<file path="src/rtl/rf_wb_port_arbiter.sv">
// Shares the register-file write port: pipeline writeback wins, MDU results queue in an in-order FIFO
// and retire in free cycles (one cycle after enqueue at the earliest); a starved head forces a one-cycle pipe_stall.
module rf_wb_port_arbiter #(
  parameter int DEPTH      = 2,
  parameter int STARVE_MAX = 4
) (
  input  logic                     clk,
  input  logic                     rstn,
  input  logic                     p_we,
  input  logic [4:0]               p_rd,
  input  logic [31:0]              p_wd,
  input  logic                     m_valid,
  input  logic [4:0]               m_rd,
  input  logic [31:0]              m_wd,
  output logic                     m_ready,
  input  logic [4:0]               chk_rd,
  output logic                     chk_hit,
  output logic                     rf_we,
  output logic [4:0]               rf_waddr,
  output logic [31:0]              rf_wdata,
  output logic                     pipe_stall,
  output logic [$clog2(DEPTH):0]   fifo_cnt
);

  localparam int PW = $clog2(DEPTH);
  localparam int CW = PW + 1;
  localparam int SW = $clog2(STARVE_MAX + 1);
  localparam logic [CW-1:0] FULL       = CW'(DEPTH);
  localparam logic [SW-1:0] STARVE_LIM = SW'(STARVE_MAX);

  typedef enum logic [1:0] {IDLE, PEND, DRAIN} state_t;

  logic [4:0]    q_rd [DEPTH];
  logic [31:0]   q_wd [DEPTH];
  logic [PW-1:0] wr_ptr;
  logic [PW-1:0] rd_ptr;
  logic [CW-1:0] cnt;
  logic [CW-1:0] cnt_nxt;
  state_t        state;
  state_t        state_nxt;
  logic [SW-1:0] starve;
  logic [SW-1:0] starve_nxt;
  logic          p_req;
  logic          m_hs;
  logic          enq;
  logic          head_gnt;
  logic [PW-1:0] off;
  logic          hit;

  assign p_req    = p_we && (p_rd != 5'd0);
  // Ready looks only at registered occupancy, so a same-cycle dequeue never opens a slot early.
  assign m_ready  = (cnt != FULL);
  assign m_hs     = m_valid && m_ready;
  assign enq      = m_hs && (m_rd != 5'd0);
  assign head_gnt = (cnt != '0) && (pipe_stall || !p_req);
  assign cnt_nxt  = cnt + CW'(enq) - CW'(head_gnt);
  assign fifo_cnt = cnt;

  always_ff @(posedge clk or negedge rstn) begin
    if (!rstn) begin
      wr_ptr <= '0;
      rd_ptr <= '0;
      cnt    <= '0;
    end else begin
      if (enq)      wr_ptr <= wr_ptr + PW'(1);
      if (head_gnt) rd_ptr <= rd_ptr + PW'(1);
      cnt <= cnt_nxt;
    end
  end

  always_ff @(posedge clk) begin
    if (enq) begin
      q_rd[wr_ptr] <= m_rd;
      q_wd[wr_ptr] <= m_wd;
    end
  end

  always_ff @(posedge clk or negedge rstn) begin
    if (!rstn) begin
      state  <= IDLE;
      starve <= '0;
    end else begin
      state  <= state_nxt;
      starve <= starve_nxt;
    end
  end

  always_comb begin
    state_nxt  = state;
    starve_nxt = starve;
    case (state)
      IDLE: begin
        starve_nxt = '0;
        if (cnt_nxt != '0) state_nxt = PEND;
      end
      PEND: begin
        if (head_gnt) begin
          starve_nxt = '0;
          state_nxt  = (cnt_nxt == '0) ? IDLE : PEND;
        end else begin
          starve_nxt = starve + SW'(1);
          if (starve_nxt == STARVE_LIM) state_nxt = DRAIN;
        end
      end
      DRAIN: begin
        // The head is always granted here, so leaving DRAIN is unconditional.
        starve_nxt = '0;
        state_nxt  = (cnt_nxt == '0) ? IDLE : PEND;
      end
      default: begin
        starve_nxt = '0;
        state_nxt  = IDLE;
      end
    endcase
  end

  always_comb begin
    pipe_stall = (state == DRAIN);
  end

  always_comb begin
    rf_we    = 1'b0;
    rf_waddr = 5'd0;
    rf_wdata = 32'd0;
    if (head_gnt) begin
      rf_we    = 1'b1;
      rf_waddr = q_rd[rd_ptr];
      rf_wdata = q_wd[rd_ptr];
    end else if (p_req) begin
      rf_we    = 1'b1;
      rf_waddr = p_rd;
      rf_wdata = p_wd;
    end
  end

  // A slot is live when its distance from the read pointer is below the occupancy.
  always_comb begin
    hit = 1'b0;
    off = '0;
    for (int i = 0; i < DEPTH; i++) begin
      off = PW'(i) - rd_ptr;
      if (({1'b0, off} < cnt) && (q_rd[i] == chk_rd)) hit = 1'b1;
    end
    if (m_hs && (m_rd == chk_rd)) hit = 1'b1;
    chk_hit = hit && (chk_rd != 5'd0);
  end

endmodule

</file>
<file path="config.mk">
export PLATFORM = sky130hd
export DESIGN_NAME = rf_wb_port_arbiter
export DESIGN_NICKNAME = d
export VERILOG_FILES = /design/src/rtl/rf_wb_port_arbiter.sv
export SDC_FILE = /design/constraint.sdc
export NUM_CORES = 1
export LEC_CHECK = 0
export ABC_AREA = 0
export CAP_MARGIN = 5
export CORE_UTILIZATION = 35
export DETAILED_ROUTE_END_ITERATION = 6
export HOLD_SLACK_MARGIN = 0.06
export SLEW_MARGIN = 25
export SYNTH_ARGS = -nofsm -noshare
export SYNTH_HDL_FRONTEND = slang
export SYNTH_SLANG_ARGS = --single-unit
</file>
<file path="constraint.sdc">
create_clock -name clk -period 3.69 [get_ports clk]
set_input_delay 0.738 -clock clk [delete_from_list [all_inputs] [get_ports clk]]
set_output_delay 0.738 -clock clk [all_outputs]
set_load 0.03 [all_outputs]
</file>
==> flow_summary.yaml, run 1 <==
outcome:
  status: "completed"
clock_tree:
  cts.clk_slew.worst_paths_ns: 0.08
  numCtsBuffers: 9
  cts.sinks: 83
  cts_tree: "done"
  cts_root_buffer: "clkbuf_8"
  ctsLongestPathBuffers: 2
  cts_setup_buffers: 0
  htreeDepth: 3
  clkLatencyLatePin_ns: 0.35
  cts_resized: 0
  hold_buffers: 0
yosys:
  ys_types: 34
  yosysTopAreaCellShare_pct: 59.4
  synth_adder_area_share_pct: 1.34
  yosys_warnings: 0
  netlist_instances: 270
  async_reset_ff_share_pct: 10.8
  avgSynthCellArea_um2: 13.9
  synth-edff-count: 74
  netlist_area_um2: 3740
  netlist_top_cells_area: "edfxtp_1, mux2i_1, dfrtp_1"
  synth_mux_area_share_pct: 10.3
  synth_top_family_by_area: "multiplexers"
  ys_seq_elements: 83
  synth_nets: 357
  yosys.area_share.xor_xnor_pct: 4.68
  ys_seq_area_share_pct: 65.4
  synth_top_cell_by_area: "edfxtp_1"
  synth_ff_type: "edfxtp_1"
  synth-compound-area-share_pct: 8.02
  synthSimpleGateAreaFrac_pct: 7.49
worst_setup_path:
  cp.arrival_ns: 2.81
  worstSetupEndpointType: "output pin"
  cp.required_ns: 2.95
  criticalPathCategory: "in2out"
  worst_path_largest_cell_delay_ns: 0.59
  timing.critical_path.mode_cell: "clkdlybuf4s50_1"
  critPathMaxFanout: 4
  start_kind: "input port"
  r2r_slack_ns: 1.17
  cp_slowest_cell: "clkdlybuf4s50_1"
  crit_chain: "clkdlybuf4s50_1 > or4_4 > o21ai_4 > or2b_1 > clkdlybuf4s50_1"
timing:
  fin_skew_ns: 0.0119
  setup_violations: 0
  maxSlewViolCount: 0
  fmax_ghz: 0.282
  rsz0062_at_grt: "false"
  maxSlewHeadroom_pct: 38.8
  tightestPinTransition_ns: 0.915
  layout_setup_ws_ns: 0.141
  hold_viol_final: 0
  hold_ws_ns: 0.475
  fin_crit_ns: 3.55
  finalSetupTns_ns: 0
  min_period_over_period_pct: 96.2
pwr:
  total_leakage_power_nw: 2.02
  seqPwrFrac_pct: 38.2
  power_frac_comb_pct: 42.0
  ir_drop_uv: 274
  clkPwrFrac_pct: 19.8
  p_total_mw: 3.58
  p_int_mw: 2.27
  p_per_area_nw_per_um2: 676
  p_switching_mw: 1.31
  switching_share_pct: 36.6
drt:
  drc_errors: 0
  drtIter0Drc: 99
  wl_um: 8150
  routedWlPerCell_um: 15.1
  viasPerCell: 4.67
  postRouteAntennaNets: 0
  drt-pass1-iter-count: 4
  vias: 2525
die:
  ios: 126
  die_area_um2: 11100
  dieHeight_um: 105
  chipWidth_um: 105
  core_um2: 10400
  initial_core_util_pct: 36.1
  rows: 37
cells_and_area:
  multi_input_area_um2: 1220
  nFillCells: 913
  regArea_um2: 2450
  layout_common_cells: "clkdlybuf4s50_1, edfxtp_1, buf_4"
  drive_gt1_share_pct: 20.0
  fin_util_pct: 51.1
  stdcell_area_um2: 5300
  num-nets-final: 488
  final_cell_count_no_fill: 541
  final_common_cell: "clkdlybuf4s50_1"
  area_delta_synth_final_pct: 41.4
  n_antenna_cell: 0
worst_hold_path:
  hp-class: "reg2reg"
placed_design:
  hpwl_um: 5730
  gp_congestion: 0.737
  numPortBuffers: 125
  dpl-instance-area_um2: 5080
  dpl.cell_count: 526
  dpl_worst_slack_ns: 0.160
global_route:
  grt_pass1_vias: 2633
  grt-ovfl-total: 0
  grt_usage_pct: 15.8
  antenna_found_initial: 0
  grt_pass1_wl_um: 13200
  grt_max_degree: 38
run:
  cap_violations: 0
==> cell usage after synthesis (4+ instances only) <==
master and instances:
buf_6 4, edfxtp_1 74, dfrtp_1 9, nor2_1 7
xnor2_1 17, buf_2 6, nand2_1 33, o21ai_2 10
ha_1 4, mux2i_1 37, o21ai_1 28, nand3_1 5
inv_1 5
==> per-layer routing <==
| layer | routed length [um] | global-route usage, % | vias to the layer above |
|---|---|---|---|
| met5 | 0 | 0 | - |
| met2 | 4210 | 27.0 | 68 |
| met4 | 63 | 6.94 | 0 |
| met3 | 377 | 3.65 | 7 |
| met1 | 3500 | 19.1 | 1199 |
| li1 | - | - | 1251 |
==> cells by family after synthesis <==
kind of cell / count (synthesis)
AO/OA/AOI/OAI: 47
adder cells (fa/ha/maj): 4
AND/OR/NAND/NOR: 60
flip-flops: 83
XOR/XNOR: 20
multiplexers: 38
buffers and inverters: 18
==> critical path, delay by kind of cell <==
kind	cells	cell delay (ns)
buf+inv	2	1.02
simple gates	2	0.80
compound gates	1	0.25
==> power by group through the flow <==
| stage | registers [mW] | clock network, mW | logic [mW] |
|---|---|---|---|
| 4_1_cts | 1.37 | 0.724 | 1.53 |
| 3_5_place_dp | 1.39 | 0 | 1.53 |
| 2_1_floorplan | 1.39 | 0 | 0.981 |
| 6_report | 1.37 | 0.707 | 1.50 |
| 5_1_grt | 1.39 | 0.766 | 1.62 |
| 3_3_place_gp | 1.38 | 0 | 1.52 |
==> final cells by class <==
| class | count | share of cell area (%) |
|---|---|---|
| flip-flops and latches | 83 | 46.2 |
| well taps | 136 | 3.21 |
| inverters | 5 | 0.354 |
| multi-input cells | 169 | 23.1 |
| clock inverters | 6 | 1.70 |
| clock buffers | 9 | 2.34 |
| repair buffers | 133 | 23.0 |
==> flip-flops by register name, summed over array words and instances, names as in the netlist <==
name,count
q_wd,64
q_rd,10
starve,3
fifo_cnt,2
state,2
rd_ptr,1
wr_ptr,1
==> path summary, 6_finish.rpt <==
path / startpoint / end / cells past startpoint
hold reg to reg: starve[0] / starve[0] / 1
setup reg to reg: fifo_cnt[1] / state[0] / 11
hold / removal: starve[0] / starve[0] / 1
setup / recovery: p_rd[2] / rf_we / 5
max in group asynchronous: rstn / rd_ptr / 1
min in group asynchronous: rstn / fifo_cnt[0] / 1
No activity file was read; power rests on OpenSTA's default activity.
==> run 2, diff against run 1 <==
- clock period: 3.69 -> 4.4 ns (I/O delays scaled with it)
==> run 2 against run 1 <==
Clock power down 20%. Sequential power down 12%. Cell area up 1.3%. Global-route usage down 0.41 points. Sequential share of layout area down 0.58 points. Non-clock buffer count down 2. Clock-buffer cell count unchanged. Hold slack better by 0.00066 ns. Via count about the same. Sequential cell count unchanged. Critical path depth up 2. Critical path type unchanged. Highest routed layer unchanged.
==> flow_summary.yaml, run 2 (same netlist as run 1, synthesis figures left out) <==
die:
  initial_core_util_pct: 36.1
  chipWidth_um: 105
  die_area_um2: 11100
  ios: 126
  dieHeight_um: 105
  core_um2: 10400
  rows: 37
timing:
  rsz0062_at_grt: "false"
  hold_ws_ns: 0.476
  fin_skew_ns: 0.0120
  hold_viol_final: 0
  maxSlewHeadroom_pct: 40.7
  fmax_ghz: 0.236
  min_period_over_period_pct: 96.4
  finalSetupTns_ns: 0
  tightestPinTransition_ns: 0.887
  maxSlewViolCount: 0
  layout_setup_ws_ns: 0.159
  fin_crit_ns: 4.24
  setup_violations: 0
drt:
  drtIter0Drc: 50
  wl_um: 8220
  drt-pass1-iter-count: 4
  drc_errors: 0
  routedWlPerCell_um: 15.2
  viasPerCell: 4.67
  vias: 2523
  postRouteAntennaNets: 0
global_route:
  grt-ovfl-total: 0
  grt_usage_pct: 15.4
  grt_pass1_vias: 2561
  use_met3_pct: 4.45
  grt_max_degree: 38
  met1_usage_pct: 19.0
  gr-usage-met2_pct: 26.0
  top_usage_layer: "met2"
  grt_pass1_wl_um: 13100
  antenna_found_initial: 0
worst_setup_path:
  path_depth: 7
  worstSetupEndpointType: "output pin"
  worst_path_largest_cell_delay_ns: 0.69
  start_kind: "input port"
  cp_num_buf_inv: 3
  cp_slowest_cell: "clkdlybuf4s50_1"
  crit_chain: "clkdlybuf4s50_1 > or4_4 > o21ai_4 > o21ai_4 > buf_4 > o21ai_1 > clkdlybuf4s50_1"
  cp_top_family: "buffers and inverters"
  cp.required_ns: 3.52
  criticalPathCategory: "in2out"
  cp.arrival_ns: 3.36
  ff2ff_path_depth: 11
  critPathMaxFanout: 27
placed_design:
  dpl-instance-area_um2: 5160
  dpl.cell_count: 524
  numPortBuffers: 125
  hpwl_um: 5780
  gp_congestion: 0.757
  dpl_worst_slack_ns: 0.170
cells_and_area:
  layout_common_cells: "clkdlybuf4s50_1, edfxtp_1, mux2i_1"
  largest_register_ffs: 64
  num-nets-final: 486
  final_common_cell: "clkdlybuf4s50_1"
  regMostFlops: "q_wd"
  stdcell_area_um2: 5360
  final_cell_count_no_fill: 540
  n_antenna_cell: 0
  area_delta_synth_final_pct: 43.2
  fin_util_pct: 51.7
  reg_top3: "q_wd: 64 flops, q_rd: 10 flops, starve: 3 flops"
  drive_gt1_share_pct: 10.6
pwr:
  p_per_area_nw_per_um2: 560
  ir_drop_uv: 295
  total_leakage_power_nw: 1.96
  p_total_mw: 3.00
clock_tree:
  clkLatencyLatePin_ns: 0.36
  htreeDepth: 3
  cts_root_buffer: "clkbuf_8"
  hold_buffers: 0
  cts.sinks: 83
  numCtsBuffers: 9
  cts_setup_buffers: 0
  cts.clk_slew.worst_paths_ns: 0.08
  ctsLongestPathBuffers: 2
  cts_resized: 0
  cts_tree: "done"
run:
  cap_violations: 0
worst_hold_path:
  hold_path_depth: 1
  hp-class: "reg2reg"
outcome:
  status: "completed"
## run 2: cell count changes in the layout (fill, tap and decap cells not counted)
cell | before | now
buf_4 | 45 | 6
clkinv_4 | 1 | 0
bufinv_16 | 2 | 1
clkdlybuf4s50_1 | 88 | 125
inv_6 | 1 | 3
inv_8 | 0 | 1
## run 2: path summary, 6_finish.rpt
path,startpoint,end,slack [ns]
setup / recovery,p_rd[2],rf_wdata[26],0.16
hold reg to reg,starve[0],starve[0],0.48
setup reg to reg,fifo_cnt[1],state[0],1.98
hold / removal,starve[0],starve[0],0.48
min in group asynchronous,rstn,state[0],0.82
max in group asynchronous,rstn,rd_ptr,3.24
## run 2: layout make-up
type,instances,area (um2)
clock inverter,7,80.1
tap,136,170
sequential,83,2450
fill,947,5010
inverter,5,18.8
multi-input combinational,169,1220
timing repair buffer,131,1300
clock buffer,9,124
## run 2: where the power goes
group          internal, mW  total, mW  switching, mW
registers              1.07       1.20          0.123
clock network         0.271      0.563          0.292
logic                 0.545       1.24          0.698
total                  1.89       3.00           1.11
## run 2: routing by layer
metal / wire length (um) / vias to the layer above
met1: 3630 / 1194
met4: 108 / 0
met2: 4030 / 69
met5: 0 / -
met3: 449 / 7
li1: - / 1253
==> run 3, diff against run 2 <==
- CORE_UTILIZATION: 35 -> 45
- PLACE_DENSITY: unset -> 0.79
==> run 3 against run 2 <==
Wire length shrank 4.9%. Cell area is 0.47% higher. Sequential share of layout area shrank 0.21 points. Sequential power barely moved. First-iteration DRC count is 120% higher. Combinational power hardly changed. Clock power increased by 10%.
==> flow_summary.yaml, run 3 (same netlist as run 1, synthesis figures left out) <==
die:
  core_um2: 7890
  ios: 126
  rows: 32
  initial_core_util_pct: 47.5
  chipWidth_um: 93.2
  die_area_um2: 8690
  dieHeight_um: 93.2
clock_tree:
  cts_root_buffer: "clkbuf_8"
  clkLatencyLatePin_ns: 0.33
  cts_tree: "done"
  cts.clk_slew.worst_paths_ns: 0.07
  hold_buffers: 0
  cts_setup_buffers: 0
  ctsLongestPathBuffers: 2
  numCtsBuffers: 9
  cts_resized: 0
  cts.sinks: 83
  htreeDepth: 3
drt:
  vias: 2570
  drc_errors: 0
  routedWlPerCell_um: 15.4
  postRouteAntennaNets: 0
  wl_um: 7810
  drt-pass1-iter-count: 4
  drtIter0Drc: 108
  viasPerCell: 5.07
timing:
  maxSlewViolCount: 0
  tightestPinTransition_ns: 0.575
  fin_crit_ns: 4.22
  setup_violations: 0
  rsz0062_at_grt: "false"
  maxSlewHeadroom_pct: 61.6
  hold_viol_final: 0
  fmax_ghz: 0.237
  fin_skew_ns: 0.00722
  finalSetupTns_ns: 0
  min_period_over_period_pct: 95.9
placed_design:
  gp_congestion: 0.848
  numPortBuffers: 125
  dpl.cell_count: 492
  hpwl_um: 5790
cells_and_area:
  reg_top3: "q_wd: 64 flops, q_rd: 10 flops, starve: 3 flops"
  regMostFlops: "q_wd"
  layout_common_cells: "clkdlybuf4s50_1, edfxtp_1, mux2i_1"
  nFillCells: 568
  num-nets-final: 488
  largest_register_ffs: 64
  area_delta_synth_final_pct: 43.9
  final_common_cell: "clkdlybuf4s50_1"
  n_antenna_cell: 0
  drive_gt1_share_pct: 11.1
  final_cell_count_no_fill: 507
worst_setup_path:
  criticalPathCategory: "in2out"
  worstSetupEndpointType: "output pin"
  cp_num_buf_inv: 3
  cp.arrival_ns: 3.34
  worst_path_largest_cell_delay_ns: 0.72
  cp-startpoint: "p_rd[2]"
  crit_chain: "clkdlybuf4s50_1 > or4_4 > o21ai_4 > o21ai_4 > buf_12 > o21ai_1 > clkdlybuf4s50_1"
  cp_top_family: "buffers and inverters"
  cp_slowest_cell: "clkdlybuf4s50_1"
  r2r_slack_ns: 1.68
  r2r-start: "state[0]"
  start_kind: "input port"
  critPathMaxFanout: 20
  cp.required_ns: 3.52
global_route:
  grt_max_degree: 33
  grt-ovfl-total: 0
  antenna_found_initial: 0
  grt_pass1_wl_um: 12100
  grt_usage_pct: 18.4
  grt_pass1_vias: 2643
worst_hold_path:
  worstHoldStart: "starve[0]"
  hp-class: "reg2reg"
run:
  cap_violations: 0
outcome:
  status: "completed"
pwr:
  total_leakage_power_nw: 2.00
  p_per_area_nw_per_um2: 572
  ir_drop_uv: 359
[run 3: worst register-to-register path: cells and delay by family (launching register included)]
| family | cells | cell delay (ns) |
|---|---|---|
| adder cells (fa/ha/maj) | 2 | 0.45 |
| buffers and inverters | 3 | 0.31 |
| AO/OA/AOI/OAI | 2 | 0.48 |
| XOR/XNOR | 2 | 0.34 |
| flip-flops | 1 | 0.42 |
| multiplexers | 1 | 0.28 |
| AND/OR/NAND/NOR | 2 | 0.37 |
[run 3: report_power, final]
group	internal (mW)	total (mW)	switching (mW)
combinational	0.568	1.27	0.701
clock	0.371	0.620	0.249
sequential	1.07	1.19	0.118
total	2.01	3.08	1.07
[run 3: per-stage QoR]
step	utilization, %	setup slack (ns)	area (um2)	total power [mW]	hold slack, ns
finish	68.3	0.178	5390	3.08	0.479
global route	68.3	0.116	5390	3.23	0.521
CTS	68.3	0.177	5390	3.11	0.491
detailed placement	65.4	0.187	5160	2.49	0.480
global placement	65.4	0.295	5160	2.46	0.452
floorplan	-	1.16	3740	1.99	0.438
[run 3: layout make-up]
cell class | count | area [um2] | share of cell area (%)
Inverter | 5 | 18.8 | 0.348
Clock buffer | 9 | 124 | 2.30
Timing Repair Buffer | 133 | 1350 | 25.0
Tap cell | 102 | 128 | 2.37
Clock inverter | 6 | 105 | 1.95
Sequential cell | 83 | 2450 | 45.4
Multi-Input combinational cell | 169 | 1220 | 22.6
[run 3: worst paths after layout]
| check | end | depth (start not counted) |
|---|---|---|
| min in group asynchronous | state[1] | 1 |
| max | rf_wdata[5] | 7 |
| min reg2reg | starve[0] | 1 |
| min | starve[0] | 1 |
| max in group asynchronous | rd_ptr | 1 |
| max reg2reg | state[0] | 12 |
[run 3: per-layer routing]
metal	track usage, %	vias up	share of wire [%]
met5	0	-	0
met4	6.15	0	0.83
met3	3.58	8	5.2
met2	33.3	94	51
met1	21.9	1212	43
li1	-	1256	-
